==> config.mk <==
export PLATFORM = sky130hd
export DESIGN_NAME = uart_tx
export DESIGN_NICKNAME = d
export VERILOG_FILES = /design/src/rtl/uart_tx.sv
export SDC_FILE = /design/constraint.sdc
export NUM_CORES = 1
export LEC_CHECK = 0
export ABC_AREA = 1
export BUFFER_PORTS_ARGS = -buffer_cell sky130_fd_sc_hd__buf_2
export CELL_PAD_IN_SITES_DETAIL_PLACEMENT = 2
export CELL_PAD_IN_SITES_GLOBAL_PLACEMENT = 2
export CORE_MARGIN = 2
export CORE_UTILIZATION = 37
export DETAILED_ROUTE_END_ITERATION = 7
export PLACE_DENSITY_LB_ADDON = 0.05
export SETUP_SLACK_MARGIN = 0.1
export SLEW_MARGIN = 20
export SYNTH_ARGS = -nofsm -noshare
export SYNTH_HDL_FRONTEND = slang
export SYNTH_SLANG_ARGS = --single-unit
==> constraint.sdc <==
create_clock -name clk -period 2.45 [get_ports clk]
set_clock_uncertainty 0.2 [all_clocks]
set_input_delay 0.245 -clock clk [delete_from_list [all_inputs] [get_ports clk]]
set_output_delay 0.245 -clock clk [all_outputs]
set_load 0.02 [all_outputs]
==> src/rtl/uart_tx.sv <==
// uart_tx: UART transmitter (8N1 by default), LSB first, paced by the shared mclkx16 enable.
// A one-entry holding register in front of the shifter lets the next frame start
// straight after the stop bit of the current one, with no idle gap on the line.
// Every output is registered, so tx never depends combinationally on an input.

module uart_tx #(
   parameter int unsigned DATA_BITS  = 8,
   parameter int unsigned STOP_BITS  = 1,
   parameter int unsigned OVERSAMPLE = 16
) (
   input  logic                 clk,
   input  logic                 rst,
   input  logic                 mclkx16,
   input  logic                 tx_load,
   input  logic [DATA_BITS-1:0] tx_data,
   output logic                 tx_rdy,
   output logic                 tx_busy,
   output logic                 tx
);

   localparam int unsigned TICK_W = (OVERSAMPLE > 1) ? $clog2(OVERSAMPLE) : 1;
   localparam int unsigned BIT_W  = (DATA_BITS > 1) ? $clog2(DATA_BITS) : 1;
   localparam int unsigned STOP_W = (STOP_BITS > 1) ? $clog2(STOP_BITS) : 1;

   localparam logic [TICK_W-1:0] TICK_LAST = TICK_W'(OVERSAMPLE - 1);
   localparam logic [BIT_W-1:0]  BIT_LAST  = BIT_W'(DATA_BITS - 1);
   localparam logic [STOP_W-1:0] STOP_LAST = STOP_W'(STOP_BITS - 1);

   typedef enum logic [1:0] {
      StIdle,
      StStart,
      StData,
      StStop
   } state_e;

   state_e               state_q, state_d;
   logic [DATA_BITS-1:0] hold_q, hold_d;
   logic                 hold_full_q, hold_full_d;
   logic [DATA_BITS-1:0] shift_q, shift_d;
   logic [TICK_W-1:0]    tick_q, tick_d;
   logic [BIT_W-1:0]     bit_cnt_q, bit_cnt_d;
   logic [STOP_W-1:0]    stop_cnt_q, stop_cnt_d;
   logic                 tx_q, tx_d;
   logic                 rdy_q, rdy_d;
   logic                 busy_q, busy_d;

   logic                 load_accept;
   logic                 take_hold;
   logic                 tick_end;

   // Next-state logic: host loads on any edge, serial state only on baud-enable edges.
   always_comb begin
      state_d     = state_q;
      hold_d      = hold_q;
      hold_full_d = hold_full_q;
      shift_d     = shift_q;
      tick_d      = tick_q;
      bit_cnt_d   = bit_cnt_q;
      stop_cnt_d  = stop_cnt_q;
      tx_d        = tx_q;
      take_hold   = 1'b0;
      tick_end    = (tick_q == TICK_LAST);

      // rdy_q mirrors an empty hold, so a load can never collide with a transfer.
      load_accept = tx_load & rdy_q;
      if (load_accept) begin
         hold_d      = tx_data;
         hold_full_d = 1'b1;
      end

      if (mclkx16) begin
         tick_d = tick_end ? '0 : tick_q + 1'b1;

         unique case (state_q)
            StIdle: begin
               tick_d = '0;
               if (hold_full_q) begin
                  take_hold = 1'b1;
               end
            end

            StStart: begin
               if (tick_end) begin
                  state_d   = StData;
                  tx_d      = shift_q[0];
                  bit_cnt_d = '0;
               end
            end

            StData: begin
               if (tick_end) begin
                  if (bit_cnt_q == BIT_LAST) begin
                     state_d    = StStop;
                     tx_d       = 1'b1;
                     stop_cnt_d = '0;
                  end else begin
                     bit_cnt_d = bit_cnt_q + 1'b1;
                     shift_d   = shift_q >> 1;
                     tx_d      = shift_q[1];
                  end
               end
            end

            StStop: begin
               if (tick_end) begin
                  if (stop_cnt_q == STOP_LAST) begin
                     // Chain straight into the next start bit when a byte is waiting.
                     if (hold_full_q) begin
                        take_hold = 1'b1;
                     end else begin
                        state_d = StIdle;
                     end
                  end else begin
                     stop_cnt_d = stop_cnt_q + 1'b1;
                  end
               end
            end

            default: begin
               state_d = StIdle;
               tx_d    = 1'b1;
            end
         endcase

         if (take_hold) begin
            shift_d     = hold_q;
            hold_full_d = 1'b0;
            state_d     = StStart;
            tx_d        = 1'b0;
            tick_d      = '0;
         end
      end
   end

   // Status flags are registered alongside the state they describe.
   always_comb begin
      rdy_d  = ~hold_full_d;
      busy_d = (state_d != StIdle) | hold_full_d;
   end

   // State register; reset aborts any frame and returns the line high immediately.
   always_ff @(posedge clk or posedge rst) begin
      if (rst) begin
         state_q     <= StIdle;
         hold_q      <= '0;
         hold_full_q <= 1'b0;
         shift_q     <= '0;
         tick_q      <= '0;
         bit_cnt_q   <= '0;
         stop_cnt_q  <= '0;
         tx_q        <= 1'b1;
         rdy_q       <= 1'b1;
         busy_q      <= 1'b0;
      end else begin
         state_q     <= state_d;
         hold_q      <= hold_d;
         hold_full_q <= hold_full_d;
         shift_q     <= shift_d;
         tick_q      <= tick_d;
         bit_cnt_q   <= bit_cnt_d;
         stop_cnt_q  <= stop_cnt_d;
         tx_q        <= tx_d;
         rdy_q       <= rdy_d;
         busy_q      <= busy_d;
      end
   end

   assign tx      = tx_q;
   assign tx_rdy  = rdy_q;
   assign tx_busy = busy_q;

endmodule

==> flow_metrics.env <==
export IMPL_status="complete, no violations"
export IMPL_ys_warn_count=0
export IMPL_grt_max_degree=30
export IMPL_register_area_um2=728
export IMPL_detail_route_antenna_nets=0
export IMPL_grt_use_total=0.192
export IMPL_synth_nets=206
export IMPL_clk_latency_ns=0.27
export IMPL_hold_end="hold_q[7]$_DFFE_PP0P_"
export IMPL_cts_resized=0
export IMPL_io_buffers=14
export IMPL_setup_viol=0
export IMPL_grt_pass1_wl_um=6350
export IMPL_hp_start="tx_load"
export IMPL_reg2reg_depth=9
export IMPL_drc_errors=0
export IMPL_syn_inst=186
export IMPL_hold_class="in -> reg"
export IMPL_setup_slack_ns=0.492
export IMPL_fin_setup_tns_ns=0
export IMPL_grt_pass1_vias=1399
export IMPL_met3_usage=0.0500
export IMPL_crit_chain="inv_1 > ha_1 > nor2_1 > nand2_2 > inv_1 > nand2_1 > nand2_1 > nand2_1 > nand2_1"
export IMPL_peakVddDrop_uv=379
export IMPL_io_pins=15
export IMPL_critical_path_class="reg -> reg"
export IMPL_rrSetupSlack_ns=0.49
export IMPL_multi_input_area_um2=641
export IMPL_viasPerCell=4.83
export IMPL_slowest_stage="dfrtp_1"
export IMPL_syn2layout_area_growth_pct=19.5
export IMPL_place_congestion=0.718
export IMPL_post_route_period_util=0.799
export IMPL_clk_pin_slew_ns=0.06
export IMPL_slew_viol_final=0
export IMPL_dr_pass1_iters=4
export IMPL_worst_slew_pin_transition_ns=0.379
export IMPL_ctsLongestPathBuffers=2
export IMPL_pre_cts_slack_ns=0.504
export IMPL_core_area_um2=3940
export IMPL_r2r_start="state_q[1]$_DFF_PP0_"
export IMPL_synth_cell_types=23
export IMPL_root_buffer="clkbuf_8"
export IMPL_endpoint_kind="flop"
export IMPL_crit_arrival_ns=1.97
export IMPL_max_freq_ghz=0.511
export IMPL_drive_above_1_share=0.149
export IMPL_ys_seq_elements=29
export IMPL_vias=1279
export IMPL_cts_buffers=5
export IMPL_n_antenna_cell=0
export IMPL_nets=234
export IMPL_cp_data_required_time_ns=2.46
export IMPL_grt_use_met1=0.228
export IMPL_first_iter_violations=64
export IMPL_hold_violations=0
export IMPL_finalPower_mw=1.78
export IMPL_final_common_cell="nand2_1"
export IMPL_fillers=455
export IMPL_grt_busiest_layer="met2"
export IMPL_core_rowCount=23
export IMPL_layout_common_cells="nand2_1 (72), dfrtp_1 (27), inv_1 (24)"
export IMPL_overflow=0
export IMPL_relSlewSlack=0.748
export IMPL_postCtsSetupBuffers=0
export IMPL_final_cells=265
export IMPL_htree_num_levels=2
export IMPL_initial_core_util=0.378
export IMPL_cts_sinks=29
export IMPL_whs_ns=0.145
export IMPL_wl_per_cell_um=13.4
export IMPL_power_density_nw_per_um2=1000
export IMPL_critPathMaxStageDelay_ns=0.41
export IMPL_min_delay_path_depth=4
export IMPL_cts_hold_buf=9
export IMPL_grt_antenna_before_repair=0
export IMPL_cp_common_cell="nand2_1"
export IMPL_dp_final_hpwl_um=2700
export IMPL_wl_um=3560
export IMPL_yosysSeqAreaShare=0.489
export IMPL_syn_area_um2=1490
export IMPL_start_kind="flop"
export IMPL_dpl_cell_count=248
export IMPL_die_w_um=67.4
export IMPL_cap_viol_max_count=0
export IMPL_grt_use_met2=0.337
export IMPL_chipHeight_um=67.4
export IMPL_crit_fanout=12
export IMPL_synth_avg_cell_area_um2=8.00
export IMPL_p_leak_nw=0.963
export IMPL_cts_tree="yes"
export IMPL_period_needed_ns=1.96
export IMPL_rsz0062_at_grt="no"
export IMPL_worst_r2r_endpoint="shift_q[6]$_DFFE_PP0P_"
export IMPL_die_area_um2=4550
cell type report:
class,instances,share of cell area
Timing Repair Buffer,24,0.0942
Inverter,26,0.0563
Multi-Input combinational cell,128,0.360
Clock buffer,8,0.0450
Tap cell,50,0.0352
Sequential cell,29,0.409
sequential cells by signal, indices dropped and copies added (netlist names), 2 cells and up:
signal,cells
tick_q,4
hold_q,8
bit_cnt_q,3
shift_q,8
state_q,2
cell usage after synthesis (all sizes together):
master | number | area, um2
a21oi | 5 | 25.0
nand4 | 3 | 18.8
or2 | 1 | 6.26
clkbuf | 1 | 3.75
ha | 8 | 100
o21ai | 15 | 78.8
buf | 2 | 16.3
nor2 | 7 | 26.3
dfstp | 2 | 52.6
inv | 26 | 100
xor2 | 1 | 8.76
nand2 | 75 | 294
dfrtp | 27 | 676
nand3 | 12 | 75.1
o21bai | 1 | 7.51
report_power, final:
part	internal (mW)	switching, mW
combinational	0.221	0.430
sequential	0.672	0.0972
clock	0.201	0.162
cell families after synthesis:
| logic type | count (synthesis) | synth area share |
|---|---|---|
| compound gates | 21 | 0.0748 |
| buf+inv | 29 | 0.0807 |
| fa+ha+maj | 8 | 0.0672 |
| simple gates | 98 | 0.282 |
| xor+xnor | 1 | 0.00588 |
| flops | 29 | 0.489 |
how the worst max path moves through the flow:
stage	start	end	cells after the start	slack, ns
4_1_cts	state_q[1]$_DFF_PP0_	shift_q[6]$_DFFE_PP0P_	9	0.45
3_5_place_dp	state_q[0]$_DFF_PP0_	shift_q[0]$_DFFE_PP0P_	8	0.50
2_1_floorplan	state_q[1]$_DFF_PP0_	shift_q[7]$_DFFE_PP0P_	8	0.81
6_report	state_q[1]$_DFF_PP0_	shift_q[6]$_DFFE_PP0P_	9	0.49
3_3_place_gp	state_q[1]$_DFF_PP0_	shift_q[0]$_DFFE_PP0P_	8	0.60
5_1_grt	state_q[1]$_DFF_PP0_	shift_q[0]$_DFFE_PP0P_	8	0.29
metal layers:
| metal | wire, um | part of all wire | up-vias |
|---|---|---|---|
| li1 | - | - | 636 |
| met1 | 1550 | 0.44 | 626 |
| met2 | 1880 | 0.53 | 13 |
| met3 | 78 | 0.022 | 4 |
| met4 | 47 | 0.013 | 0 |
| met5 | 0 | 0 | - |
stage by stage:
step                      instance area, um2   util
after global routing                    1780  0.451
after detailed placement                1610  0.408
after global placement                  1610  0.408
after CTS                               1780  0.451
after floorplan                         1490      -
final                                   1780  0.451
critical path: cells and delay by family, from the launching register on:
kind                       cells  cell delay (ns)
and+or+nand+nor                6             0.70
DFF                            1             0.41
buffers and inverters          2             0.33
adders and majority gates      1             0.24
(Power assumes the default switching activity.)
